[src/rtl/elastic_pipe_reg_pkg.sv]
// Shared DSP datapath constants for the elastic pipeline register.
// Imported by the stage and the register chain.
package elastic_pipe_reg_pkg;

   localparam int unsigned DSP_DATA_W = 18;

endpackage

[src/rtl/elastic_pipe_stage.sv]
// One valid/data register pair of the elastic chain.
// Data only loads with a valid source sample, so bubbles do not toggle it.
module elastic_pipe_stage
   import elastic_pipe_reg_pkg::*;
#(
   parameter int unsigned WIDTH = DSP_DATA_W
) (
   input  logic             clk,
   input  logic             s_rst,
   input  logic             i_flush,
   input  logic             i_ld,
   input  logic             i_src_v,
   input  logic [WIDTH-1:0] i_src_d,
   output logic             o_v,
   output logic [WIDTH-1:0] o_d
);

   logic             r_v;
   logic [WIDTH-1:0] r_d;

   always_ff @(posedge clk) begin
      if (s_rst) begin
         r_v <= 1'b0;
         r_d <= '0;
      end else if (i_flush) begin
         r_v <= 1'b0;
      end else if (i_ld) begin
         r_v <= i_src_v;
         if (i_src_v) begin
            r_d <= i_src_d;
         end
      end
   end

   assign o_v = r_v;
   assign o_d = r_d;

endmodule

[src/rtl/elastic_pipe_reg.sv]
// Elastic valid/ready register chain of DEPTH stages with bubble
// collapsing, clock enable, flush and occupancy; DEPTH=0 is a wire.
module elastic_pipe_reg
   import elastic_pipe_reg_pkg::*;
#(
   parameter  int unsigned WIDTH = DSP_DATA_W,
   parameter  int unsigned DEPTH = 2,
   localparam int unsigned OCC_W = (DEPTH == 0) ? 1 : $clog2(DEPTH + 1)
) (
   input  logic             clk,
   input  logic             s_rst,
   input  logic             ce,
   input  logic             flush,
   input  logic             in_valid,
   input  logic [WIDTH-1:0] in_data,
   output logic             in_ready,
   output logic             out_valid,
   output logic [WIDTH-1:0] out_data,
   input  logic             out_ready,
   output logic [OCC_W-1:0] occupancy
);

   if (DEPTH == 0) begin : g_pass
      logic w_unused;

      assign w_unused  = ^{clk, s_rst, flush};
      assign in_ready  = out_ready & ce;
      assign out_valid = in_valid & ce;
      assign out_data  = in_data;
      assign occupancy = '0;
   end else begin : g_chain
      logic [DEPTH:0]   w_ld;
      logic [DEPTH-1:0] w_v;
      logic [DEPTH-1:0] w_sv;
      logic [WIDTH-1:0] w_d  [DEPTH];
      logic [WIDTH-1:0] w_sd [DEPTH];
      logic [OCC_W-1:0] w_occ;

      // Ready ripples from the output back; any hole lets upstream move.
      always_comb begin
         w_ld        = '0;
         w_ld[DEPTH] = out_ready;
         for (int i = int'(DEPTH) - 1; i >= 0; i--) begin
            w_ld[i] = ce & (~w_v[i] | w_ld[i+1]);
         end
      end

      always_comb begin
         w_sv    = '0;
         w_sd    = '{default: '0};
         w_sv[0] = in_valid;
         w_sd[0] = in_data;
         for (int i = 1; i < int'(DEPTH); i++) begin
            w_sv[i] = w_v[i-1];
            w_sd[i] = w_d[i-1];
         end
      end

      always_comb begin
         w_occ = '0;
         for (int i = 0; i < int'(DEPTH); i++) begin
            w_occ = w_occ + OCC_W'(w_v[i]);
         end
      end

      for (genvar g = 0; g < DEPTH; g++) begin : g_stage
         elastic_pipe_stage #(
            .WIDTH (WIDTH)
         ) u_stage (
            .clk     (clk),
            .s_rst   (s_rst),
            .i_flush (flush),
            .i_ld    (w_ld[g]),
            .i_src_v (w_sv[g]),
            .i_src_d (w_sd[g]),
            .o_v     (w_v[g]),
            .o_d     (w_d[g])
         );
      end

      assign in_ready  = w_ld[0];
      assign out_valid = w_v[DEPTH-1];
      assign out_data  = w_d[DEPTH-1];
      assign occupancy = w_occ;
   end

endmodule

[config.mk]
export PLATFORM = sky130hd
export DESIGN_NAME = elastic_pipe_reg
export DESIGN_NICKNAME = d
export VERILOG_FILES = /design/src/rtl/elastic_pipe_reg_pkg.sv /design/src/rtl/elastic_pipe_stage.sv /design/src/rtl/elastic_pipe_reg.sv
export SDC_FILE = /design/constraint.sdc
export NUM_CORES = 1
export LEC_CHECK = 0
export ABC_CLOCK_PERIOD_IN_PS = 3330
export CORE_AREA = 3 3 61 63
export CTS_CLUSTER_SIZE = 20
export DETAILED_ROUTE_END_ITERATION = 12
export DIE_AREA = 0 0 64 66
export GPL_TIMING_DRIVEN = 0
export PLACE_DENSITY = 0.82
export SETUP_SLACK_MARGIN = 0.4
export SLEW_MARGIN = 15
export SYNTH_ARGS = -nofsm -noshare
export SYNTH_HDL_FRONTEND = slang
export SYNTH_SLANG_ARGS = --single-unit
[constraint.sdc]
create_clock -name clk -period 3.33 [get_ports clk]
set_input_delay 0.333 -clock clk [delete_from_list [all_inputs] [get_ports clk]]
set_output_delay 0.333 -clock clk [all_outputs]
set_load 0.005 [all_outputs]
==> out/qor.txt, run 1 <==
Result of the run: finished, final reports clean
Period utilisation layout: 0.5915
Start of the worst register-to-register path: g_chain.g_stage[1].u_stage.o_v$_SDFFE_PP0P_
Cts-stage hold buffer count: 0
Largest family of logic cells by synthesized area: simple AND/OR/NAND/NOR gates
Max Root-Sink Buffers: 2
Std cell rows: 21
Number of global-route vias before repair: 1235
Post-CTS Setup Repair Bufs: 0
Syn avg cell area: 10.62 sq um
Clock tree skew after final layout: 0.006703 ns
Accumulated negative setup slack: 0 ns
Full die area: 4224 sq um
Die Y-Extent: 66 um
Post-synth net total: 177
Startpoint types: input port
Gr ovfl total: 0
Core Box Area: 3284 sq um
Yosys synthesis warning count: 0
Launching instance or port of the critical path: ce
Cell area after synthesis: 1614 sq um
Detailed-route wire length: 3.094 mm
PostCTS Resize Cnt: 0
Number of failing setup endpoints in the final timing report: 0
Leakage power summed over all cells: 0.0008685 uW
Count of filler cells inserted in the layout: 280
Chip width: 64 um
Arr. time, crit path: 1.64 ns
Fraction of layout instances using a drive strength above 1: 0.06373
Clock insertion delay at the later pin of the skew report: 0.33 ns
Wire length per cell: 12.38 um
Adder-cell share of the synthesized area: 0.007752
Pins Over Slew Limit: 0
Vias: 1187
Classification of the worst-slack hold path: in2reg
VDD IR max: 0.2631 mV
Remaining design rule violation count: 0
Combined flip-flop and latch cell area: 760.7 sq um
Routed vias/inst: 4.748
Mux cell area share after synthesis: 0.2233
CP max FO: 4
Seq/Total Area, Yosys: 0.4713
Root Buffer Master: clkbuf_4
Slew at the pin with the worst max-slew slack: 0.5086 ns
Clock slew seen by the registers of the worst setup and hold paths: 0.11 ns
Top Ports: 46
Kind of end point of the critical path: primary output
Critical path's most frequent cell: clkdlybuf4s50_1
Post-detailed-route count of antenna-violating nets: 0
First-pass GRT wire length: 5.154 mm
Initial antenna violation count: 0
Number of violations reported at the end of detailed-routing iteration 0: 27
TritonCTS sink count: 38
H-tree lvl count: 2
Maximum number of pins on one net before global-route repair: 12
Net count of the finished layout: 228
Ant diodes: 0
Kind of critical path: in2out
Headroom to the max-slew limit: 0.6578
Startpoint of the lowest-slack hold path: s_rst
Synthesis-stage register bit count: 38
Reg2Reg Setup Slack: 1.69 ns
Max-cap check violation count: 0
Number of port buffers: 44
List of cells traversed by the critical path: clkdlybuf4s50_1 > inv_1 > a21oi_1 > clkdlybuf4s50_1
Number of instances in the synthesized netlist: 152
CP peak stage delay: 0.53 ns
Worst path slowest cell: clkdlybuf4s50_1
Total track usage: 0.1566
Time the final worst path needs with I/O delays and setup: 1.970 ns
RSZ-0062 raised after global routing: false
CTS tree: yes
Highest Clock Rate: 507.7 MHz
Effective utilization at floorplan: 0.4914
Area added between synthesis and finish: 34.57%
Critical path buffer and inverter count: 3
Required @ worst endpoint: 3.00 ns
HPWL after detailed placement: 2.351 mm
Final number of hold-violating endpoints: 0
XOR/XNOR Fraction of Synth Area: 0
Total CTS buffers: 5
PwrDens: 363.4 nW/um^2
Total area of multi-input combinational cells: 779.5 sq um
Synth Area in Simple Gates: 0.2318
Count of TritonRoute iterations in the first routing pass: 4
GP Congestion: 0.6778
Dominant delay contributor by cell family on the critical path: buffers and inverters
Area fraction in compound gates after synthesis: 0.02016
Post-synthesis cell type count: 20
Util after Layout: 0.6613
path summary, 6_finish.rpt:
check | depth (start not counted) | endpoint
hold reg to reg | 2 | g_chain.g_stage[1].u_stage.o_d[12]$_SDFFE_PP0P_
setup reg to reg | 5 | g_chain.g_stage[0].u_stage.o_d[14]$_SDFFE_PP0P_
setup / recovery | 4 | in_ready
hold / removal | 2 | g_chain.g_stage[0].u_stage.o_v$_SDFFE_PP0P_
layout make-up:
type / instances / area share
Clock inverter: 1 / 0.002304
Sequential cell: 38 / 0.3502
Multi-Input combinational cell: 102 / 0.3589
Inverter: 2 / 0.003456
Buffer: 10 / 0.03053
Timing Repair Buffer: 44 / 0.2028
Clock buffer: 7 / 0.02535
Tap cell: 46 / 0.02650
cells in the mapped netlist (all sizes together):
cell type  instances  area [sq um]
nor3               1         5.000
nand2b            54         337.8
inv                2         7.500
nor4               1         6.260
o21ai              1         5.000
a22oi              1         7.510
a211oi             2         15.01
a21oi              1         5.000
or4                1         11.26
dfxtp             38         760.7
clkbuf             6         22.52
nor2b              1         6.260
mux2i             36         360.4
ha                 1         12.51
nand2              2         7.510
buf                4         43.79
cell usage in the layout, fill, tap and decap left out, types with 2 or more instances in the layout:
cell and n:
mux2i_1 36, nand2_1 2, a211oi_1 2, clkbuf_4 5
nand2b_1 54, clkdlybuf4s50_1 44, clkbuf_1 7, dfxtp_1 38
worst reg2reg max path, stage by stage, from the launching register on:
cell	delay (ns)
dfxtp_1	0.35
nor2b_1	0.18
a211oi_1	0.24
buf_2	0.30
buf_4	0.28
mux2i_1	0.22
logic make-up after synthesis:
kind of cell | count (synthesis)
and+or+nand+nor | 60
DFF | 38
muxes | 36
buffers and inverters | 12
AOI/OAI and AO/OA | 5
adders and majority gates | 1
per-stage QoR:
step	std cells	area [sq um]	power (uW)	hold WS (ns)	worst slack [ns]
finish	250	2172	789.3	0.4097	1.360
global route	250	2172	828.4	0.4421	1.249
detailed placement	242	2112	554.0	0.4676	1.252
floorplan	152	1614	514.3	0.4115	1.871
global placement	242	2112	551.7	0.4612	1.322
CTS	250	2172	800.2	0.4084	1.356
power breakdown:
group / total (uW) / internal, uW / switching (uW)
clock: 246 / 102 / 144
combinational: 77.5 / 48.7 / 28.8
sequential: 465 / 463 / 2.75
total: 789 / 614 / 176
layer usage:
layer | GRT usage | vias to the layer above | part of all wire | wire length [um]
met2 | 0.2581 | 38 | 0.48 | 1490
met1 | 0.1837 | 543 | 0.43 | 1334
met5 | 0 | - | 0 | 0
met4 | 0.06469 | 0 | 0.014 | 43
met3 | 0.05612 | 5 | 0.073 | 226
li1 | - | 601 | - | -
flip-flops by register name, summed over array words and instances, names as in the netlist:
name / cells
g_chain.g_stage.u_stage.o_d: 36
g_chain.g_stage.u_stage.o_v: 2
Note: power is estimated with default switching activity, not from simulation.
==> run 2: changes to the inputs <==
ABC_CLOCK_PERIOD_IN_PS = 1700   (was 3330)
CORE_AREA = 3 3 66 68   (was 3 3 61 63)
DIE_AREA = 0 0 69 71   (was 0 0 64 66)
PLACE_DENSITY = 0.74   (was 0.82)
clock period = 1.7 ns   (was 3.33 ns; I/O delays follow)
==> run 2 against run 1 <==
  * Global-route usage is 1.3 points lower
  * Final cell count grew 5.2%
  * Largest cell class unchanged
  * Setup slack got worse by 1.1 ns
==> out/qor.txt, run 2 (synthesis gave the netlist of run 1 again) <==
Combined flip-flop and latch cell area: 780.7 sq um (was 760.7 sq um)
Max-cap check violation count: 0 (unchanged)
Total area of multi-input combinational cells: 822.0 sq um (was 779.5 sq um)
RSZ-0062 raised after global routing: true (was false)
First-pass GRT wire length: 5.754 mm (was 5.154 mm)
VDD IR max: 0.3631 mV (was 0.2631 mV)
Kind of end point of the critical path: flip-flop (was primary output)
Result of the run: finished, final reports clean (unchanged)
Period utilisation layout: 0.8383
Top library cells by usage in the layout, fill and taps aside: nand2b_1, mux2i_1, dfxtp_1 (was nand2b_1, clkdlybuf4s50_1, dfxtp_1)
Final standard cell count with taps included and fillers excluded: 263 (was 250)
Wire length per cell: 13.60 um (was 12.38 um)
Maximum number of pins on one net before global-route repair: 12 (unchanged)
Time the final worst path needs with I/O delays and setup: 1.425 ns
Vias: 1237 (was 1187)
Final number of hold-violating endpoints: 0 (unchanged)
Fraction of layout instances using a drive strength above 1: 0.2207 (was 0.06373)
Die Y-Extent: 71 um (was 66 um)
WHS Path Cells: 2 (unchanged)
CP peak stage delay: 0.48 ns (was 0.53 ns)
Cts-stage hold buffer count: 0 (unchanged)
Clock insertion delay at the later pin of the skew report: 0.28 ns (was 0.33 ns)
Number of failing setup endpoints in the final timing report: 0 (unchanged)
Classification of the worst-slack hold path: in2reg (unchanged)
Root Buffer Master: clkbuf_8 (was clkbuf_4)
PwrDens: 685.4 nW/um^2 (was 363.4 nW/um^2)
Total track usage: 0.1439 (was 0.1566)
Total CTS buffers: 5 (unchanged)
Flip-flop count of the largest register, all copies and words added: 36 (unchanged)
Number of global-route vias before repair: 1275 (was 1235)
Count of filler cells inserted in the layout: 327 (was 280)
Remaining design rule violation count: 0 (unchanged)
HPWL after detailed placement: 2.473 mm (was 2.351 mm)
Post-Place Worst Slack: -0.1726 ns (was 1.252 ns)
List of cells traversed by the critical path: inv_2 > or4_4 > buf_8 > buf_12 > mux2i_2 (was clkdlybuf4s50_1 > inv_1 > a21oi_1 > clkdlybuf4s50_1)
Chip width: 69 um (was 64 um)
Arr. time, crit path: 1.60 ns (was 1.64 ns)
Gr ovfl total: 0 (unchanged)
Detailed-route wire length: 3.576 mm (was 3.094 mm)
Accumulated negative setup slack: 0 ns (unchanged)
Core Box Area: 3914 sq um (was 3284 sq um)
H-tree lvl count: 2 (unchanged)
Register-to-Register Path Depth: 5 (unchanged)
Top Ports: 46 (unchanged)
Count of TritonRoute iterations in the first routing pass: 4 (unchanged)
Initial antenna violation count: 0 (unchanged)
Std cell rows: 23 (was 21)
Ant diodes: 0 (unchanged)
Final critical-path setup slack: 0.2749 ns (was 1.360 ns)
Net count of the finished layout: 238 (was 228)
Post-detailed-route count of antenna-violating nets: 0 (unchanged)
Max Root-Sink Buffers: 2 (unchanged)
Leakage power summed over all cells: 0.001204 uW (was 0.0008685 uW)
Most common cell after layout, fill and taps aside: nand2b_1 (unchanged)
CP max FO: 5 (was 4)
Effective utilization at floorplan: 0.4124 (was 0.4914)
Number of port buffers: 44 (unchanged)
Highest Clock Rate: 701.7 MHz
Pins Over Slew Limit: 0 (unchanged)
Clock slew seen by the registers of the worst setup and hold paths: 0.07 ns (was 0.11 ns)
Sum of internal, switching and leakage power: 1660 uW (was 789.3 uW)
GP Congestion: 0.6863 (was 0.6778)
Worst path slowest cell: or4_4 (was clkdlybuf4s50_1)
Required @ worst endpoint: 1.87 ns (was 3.00 ns)
Kind of critical path: reg2reg (was in2out)
Clock tree skew after final layout: 0.002550 ns (was 0.006703 ns)
Headroom to the max-slew limit: 0.7370 (was 0.6578)
TritonCTS sink count: 38 (unchanged)
Slew at the pin with the worst max-slew slack: 0.3945 ns (was 0.5086 ns)
Routed vias/inst: 4.703 (was 4.748)
# placed instances: 246 (was 242)
Full die area: 4899 sq um (was 4224 sq um)
CTS tree: yes (unchanged)
Number of violations reported at the end of detailed-routing iteration 0: 49 (was 27)
Area added between synthesis and finish: 50.08% (was 34.57%)
Startpoint types: flip-flop (was input port)
[run 2: cell types whose count changed in the layout (fill, tap and decap cells not counted), sizes merged]
cell | before | now
buf | 4 | 14
dlymetal6s2s | 0 | 12
clkdlybuf4s50 | 44 | 22
clkinv | 1 | 2
dlygate4sd2 | 0 | 8
[run 2: timing repair]
action	CTS	global route
cloned	0	1
pin swaps	0	1
endpoints found under the hold margin	0	0
gates resized for setup	24	29
setup buffers	6	3
endpoints found under the setup margin	43	49
[run 2: final cells by class]
type,instances,area share
buffer,10,0.03512
clock buffer,5,0.02841
clock inverter,2,0.004132
inverter,2,0.003099
multi-input combinational,102,0.3394
sequential,38,0.3223
tap,50,0.02583
timing repair buffer,54,0.2417
[run 2: final timing paths]
kind,from,endpoint,slack [ns]
setup / recovery,g_chain.g_stage[0].u_stage.o_v$_SDFFE_PP0P_,g_chain.g_stage[1].u_stage.o_d[3]$_SDFFE_PP0P_,0.27
setup reg to reg,g_chain.g_stage[0].u_stage.o_v$_SDFFE_PP0P_,g_chain.g_stage[1].u_stage.o_d[3]$_SDFFE_PP0P_,0.27
hold reg to reg,g_chain.g_stage[1].u_stage.o_d[9]$_SDFFE_PP0P_,g_chain.g_stage[1].u_stage.o_d[9]$_SDFFE_PP0P_,0.47
hold / removal,s_rst,g_chain.g_stage[0].u_stage.o_v$_SDFFE_PP0P_,0.32
[run 2: through the flow]
step	cell area [sq um]	hold WS, ns	util
after global routing	2422	0.3471	0.6189
after CTS	2288	0.3122	0.5847
after global placement	2133	0.4608	0.5451
after detailed placement	2133	0.4687	0.5451
final	2422	0.3170	0.6189
after floorplan	1630	0.2410	-
[run 2: power by group]
group | internal [uW] | switching, uW
combinational | 110 | 66.2
sequential | 905 | 5.07
clock | 275 | 299
[run 2: worst max-delay path, delay by kind of cell, from the launching register on]
kind | cells | cell delay [ns]
and+or+nand+nor | 1 | 0.48
DFF | 1 | 0.37
buffers and inverters | 3 | 0.32
muxes | 1 | 0.14
[run 2: routing by layer]
metal,global-route usage,part of all wire
met5,0,0
met4,0.03037,0.0062
met3,0.05114,0.059
met2,0.2436,0.48
met1,0.1772,0.45
==> run 3: changes to the inputs <==
ABC_CLOCK_PERIOD_IN_PS = 1200   (was 1700)
clock period = 1.2 ns   (was 1.7 ns; I/O delays follow)
==> run 3 against run 2 <==
  * The run now ends with negative setup slack left
  * Clock-buffer cell count is 2 higher
  * Combinational power is 44% higher
  * Register-to-register slack worse by 0.48 ns
  * Highest routed layer unchanged
  * Largest cell class unchanged
==> out/qor.txt, run 3 (synthesis gave the netlist of run 1 again) <==
Kind of critical path: reg2reg (unchanged)
Slew at the pin with the worst max-slew slack: 0.5600 ns (was 0.3945 ns)
Initial antenna violation count: 0 (unchanged)
Clock insertion delay at the later pin of the skew report: 0.28 ns (about the same)
PwrDens: 973.6 nW/um^2 (was 685.4 nW/um^2)
Total CTS buffers: 5 (unchanged)
Kind of end point of the critical path: flip-flop (unchanged)
Headroom to the max-slew limit: 0.6232 (was 0.7370)
Required @ worst endpoint: 1.37 ns (was 1.87 ns)
Top library cells by usage in the layout, fill and taps aside: nand2b_1, mux2i_1, clkdlybuf4s50_1 (was nand2b_1, mux2i_1, dfxtp_1)
Post-detailed-route count of antenna-violating nets: 0 (unchanged)
Worst path slowest cell: or4_4 (unchanged)
Total track usage: 0.1610 (was 0.1439)
Time the final worst path needs with I/O delays and setup: 1.407 ns (was 1.425 ns)
Maximum number of pins on one net before global-route repair: 11 (was 12)
Fraction of layout instances using a drive strength above 1: 0.3409 (was 0.2207)
H-tree lvl count: 2 (unchanged)
Root Buffer Master: clkbuf_8 (unchanged)
Accumulated negative setup slack: -4.285 ns (was 0 ns)
GP Congestion: 0.7097 (was 0.6863)
Most used routing layer in global routing: met2 (unchanged)
Full die area: 4899 sq um (unchanged)
Wire length per cell: 13.84 um (was 13.60 um)
Core Box Area: 3914 sq um (unchanged)
Final critical-path setup slack: -0.2073 ns (was 0.2749 ns)
Vias: 1289 (was 1237)
Count of TritonRoute iterations in the first routing pass: 4 (unchanged)
Met3 track utilization from global routing: 0.05398 (was 0.05114)
Std cell rows: 23 (unchanged)
Effective utilization at floorplan: 0.4124 (unchanged)
Number of port buffers: 44 (unchanged)
Post-route worst hold slack: 0.2670 ns (was 0.3170 ns)
List of cells traversed by the critical path: nor2b_4 > or4_4 > buf_8 > buf_6 > mux2i_2 (was inv_2 > or4_4 > buf_8 > buf_12 > mux2i_2)
Detailed-route wire length: 3.737 mm (was 3.576 mm)
Final number of hold-violating endpoints: 0 (unchanged)
Pins Over Slew Limit: 0 (unchanged)
Leakage power summed over all cells: 0.001049 uW (was 0.001204 uW)
Net count of the finished layout: 245 (was 238)
Global-route track usage on met2: 0.2913 (was 0.2436)
CP peak stage delay: 0.42 ns (was 0.48 ns)
Routed vias/inst: 4.774 (was 4.703)
Clock tree skew after final layout: 0.004064 ns (was 0.002550 ns)
Number of violations reported at the end of detailed-routing iteration 0: 17 (was 49)
CP max FO: 5 (unchanged)
Ant diodes: 0 (unchanged)
Clock slew seen by the registers of the worst setup and hold paths: 0.07 ns (about the same)
Startpoint types: flip-flop (unchanged)
CTS tree: yes (unchanged)
Flip-flop count of the largest register, all copies and words added: 36 (unchanged)
Gr ovfl total: 0 (unchanged)
Number of global-route vias before repair: 1369 (was 1275)
Highest Clock Rate: 710.6 MHz (was 701.7 MHz)
HPWL after detailed placement: 2.571 mm (was 2.473 mm)
Remaining design rule violation count: 0 (unchanged)
Violations in the final reports: negative setup slack
Top Ports: 46 (unchanged)
Max Root-Sink Buffers: 2 (unchanged)
Period utilisation layout: 1.173 (was 0.8383)
VDD IR max: 0.6405 mV (was 0.3631 mV)
Final standard cell count with taps included and fillers excluded: 270 (was 263)
Max-cap check violation count: 0 (unchanged)
RSZ-0062 raised after global routing: true (unchanged)
Area added between synthesis and finish: 49.22% (was 50.08%)
Arr. time, crit path: 1.58 ns (was 1.60 ns)
Chip width: 69 um (unchanged)
First-pass GRT wire length: 6.423 mm (was 5.754 mm)
Result of the run: complete, but fails checks (was finished, final reports clean)
# placed instances: 246 (unchanged)
Met1 routing resource usage after global routing: 0.1853 (was 0.1772)
Number of failing setup endpoints in the final timing report: 39 (was 0)
Die Y-Extent: 71 um (unchanged)
Most common cell after layout, fill and taps aside: nand2b_1 (unchanged)
TritonCTS sink count: 38 (unchanged)
Classification of the worst-slack hold path: in2reg (unchanged)
Util after Layout: 0.6154 (was 0.6189)
Cts-stage hold buffer count: 0 (unchanged)
-- run 3: cell types whose count changed in the layout (fill, tap and decap cells not counted), moves of 5 or more --
| cell | previous run | this run |
|---|---|---|
| buf_2 | 0 | 13 |
| dlygate4sd2_1 | 8 | 2 |
| dfxtp_2 | 13 | 19 |
| buf_4 | 6 | 11 |
| dlymetal6s2s_1 | 12 | 0 |
| buf_6 | 2 | 9 |
| dfxtp_1 | 24 | 18 |
-- run 3: where the power goes --
group | switching, uW | internal, uW
sequential | 7.69 | 1280
clock | 403 | 400
combinational | 94.5 | 158
-- run 3: critical path, delay by kind of cell (launching register included) --
family	cells	cell delay (ns)
and+or+nand+nor	2	0.56
DFF	1	0.32
muxes	1	0.13
buffers and inverters	2	0.28
-- run 3: layer usage --
metal  routed length, um  part of all wire
met2                1870              0.50
met5                   0                 0
met1                1631              0.44
met4                  24            0.0064
met3                 211             0.056
-- run 3: metrics by stage --
step / cell area (sq um) / setup slack (ns) / power [uW]
after global routing: 2409 / -0.2521 / 2452
after CTS: 2350 / -0.1987 / 2377
after detailed placement: 2137 / -0.6271 / 1544
after global placement: 2137 / -0.5784 / 1538
final: 2409 / -0.2073 / 2345
after floorplan: 1634 / -0.1667 / 1431
-- run 3: cell type report --
type / instances / area, sq um
well taps: 50 / 62.56
clock buffers: 7 / 76.32
fillers: 325 / 1505
inverters: 2 / 7.507
repair buffers: 61 / 575.6
plain buffers: 10 / 85.08
multi-input cells: 102 / 813.3
flip-flops and latches: 38 / 788.3
-- run 3: worst paths after layout --
kind                                                    from                                               to  slack (ns)  depth (start not counted)
max              g_chain.g_stage[1].u_stage.o_v$_SDFFE_PP0P_   g_chain.g_stage[1].u_stage.o_d[1]$_SDFFE_PP0P_       -0.21                          5
min                                                    s_rst      g_chain.g_stage[0].u_stage.o_v$_SDFFE_PP0P_        0.27                          2
max reg2reg      g_chain.g_stage[1].u_stage.o_v$_SDFFE_PP0P_   g_chain.g_stage[1].u_stage.o_d[1]$_SDFFE_PP0P_       -0.21                          5
min reg2reg  g_chain.g_stage[0].u_stage.o_d[15]$_SDFFE_PP0P_  g_chain.g_stage[1].u_stage.o_d[15]$_SDFFE_PP0P_        0.47                          2
-- run 3: what timing repair did --
action,in CTS,in global routing
gates cloned,2,0
pin swaps,0,1
setup buffers,12,3
setup endpoints to repair,59,60
resized for setup,104,20
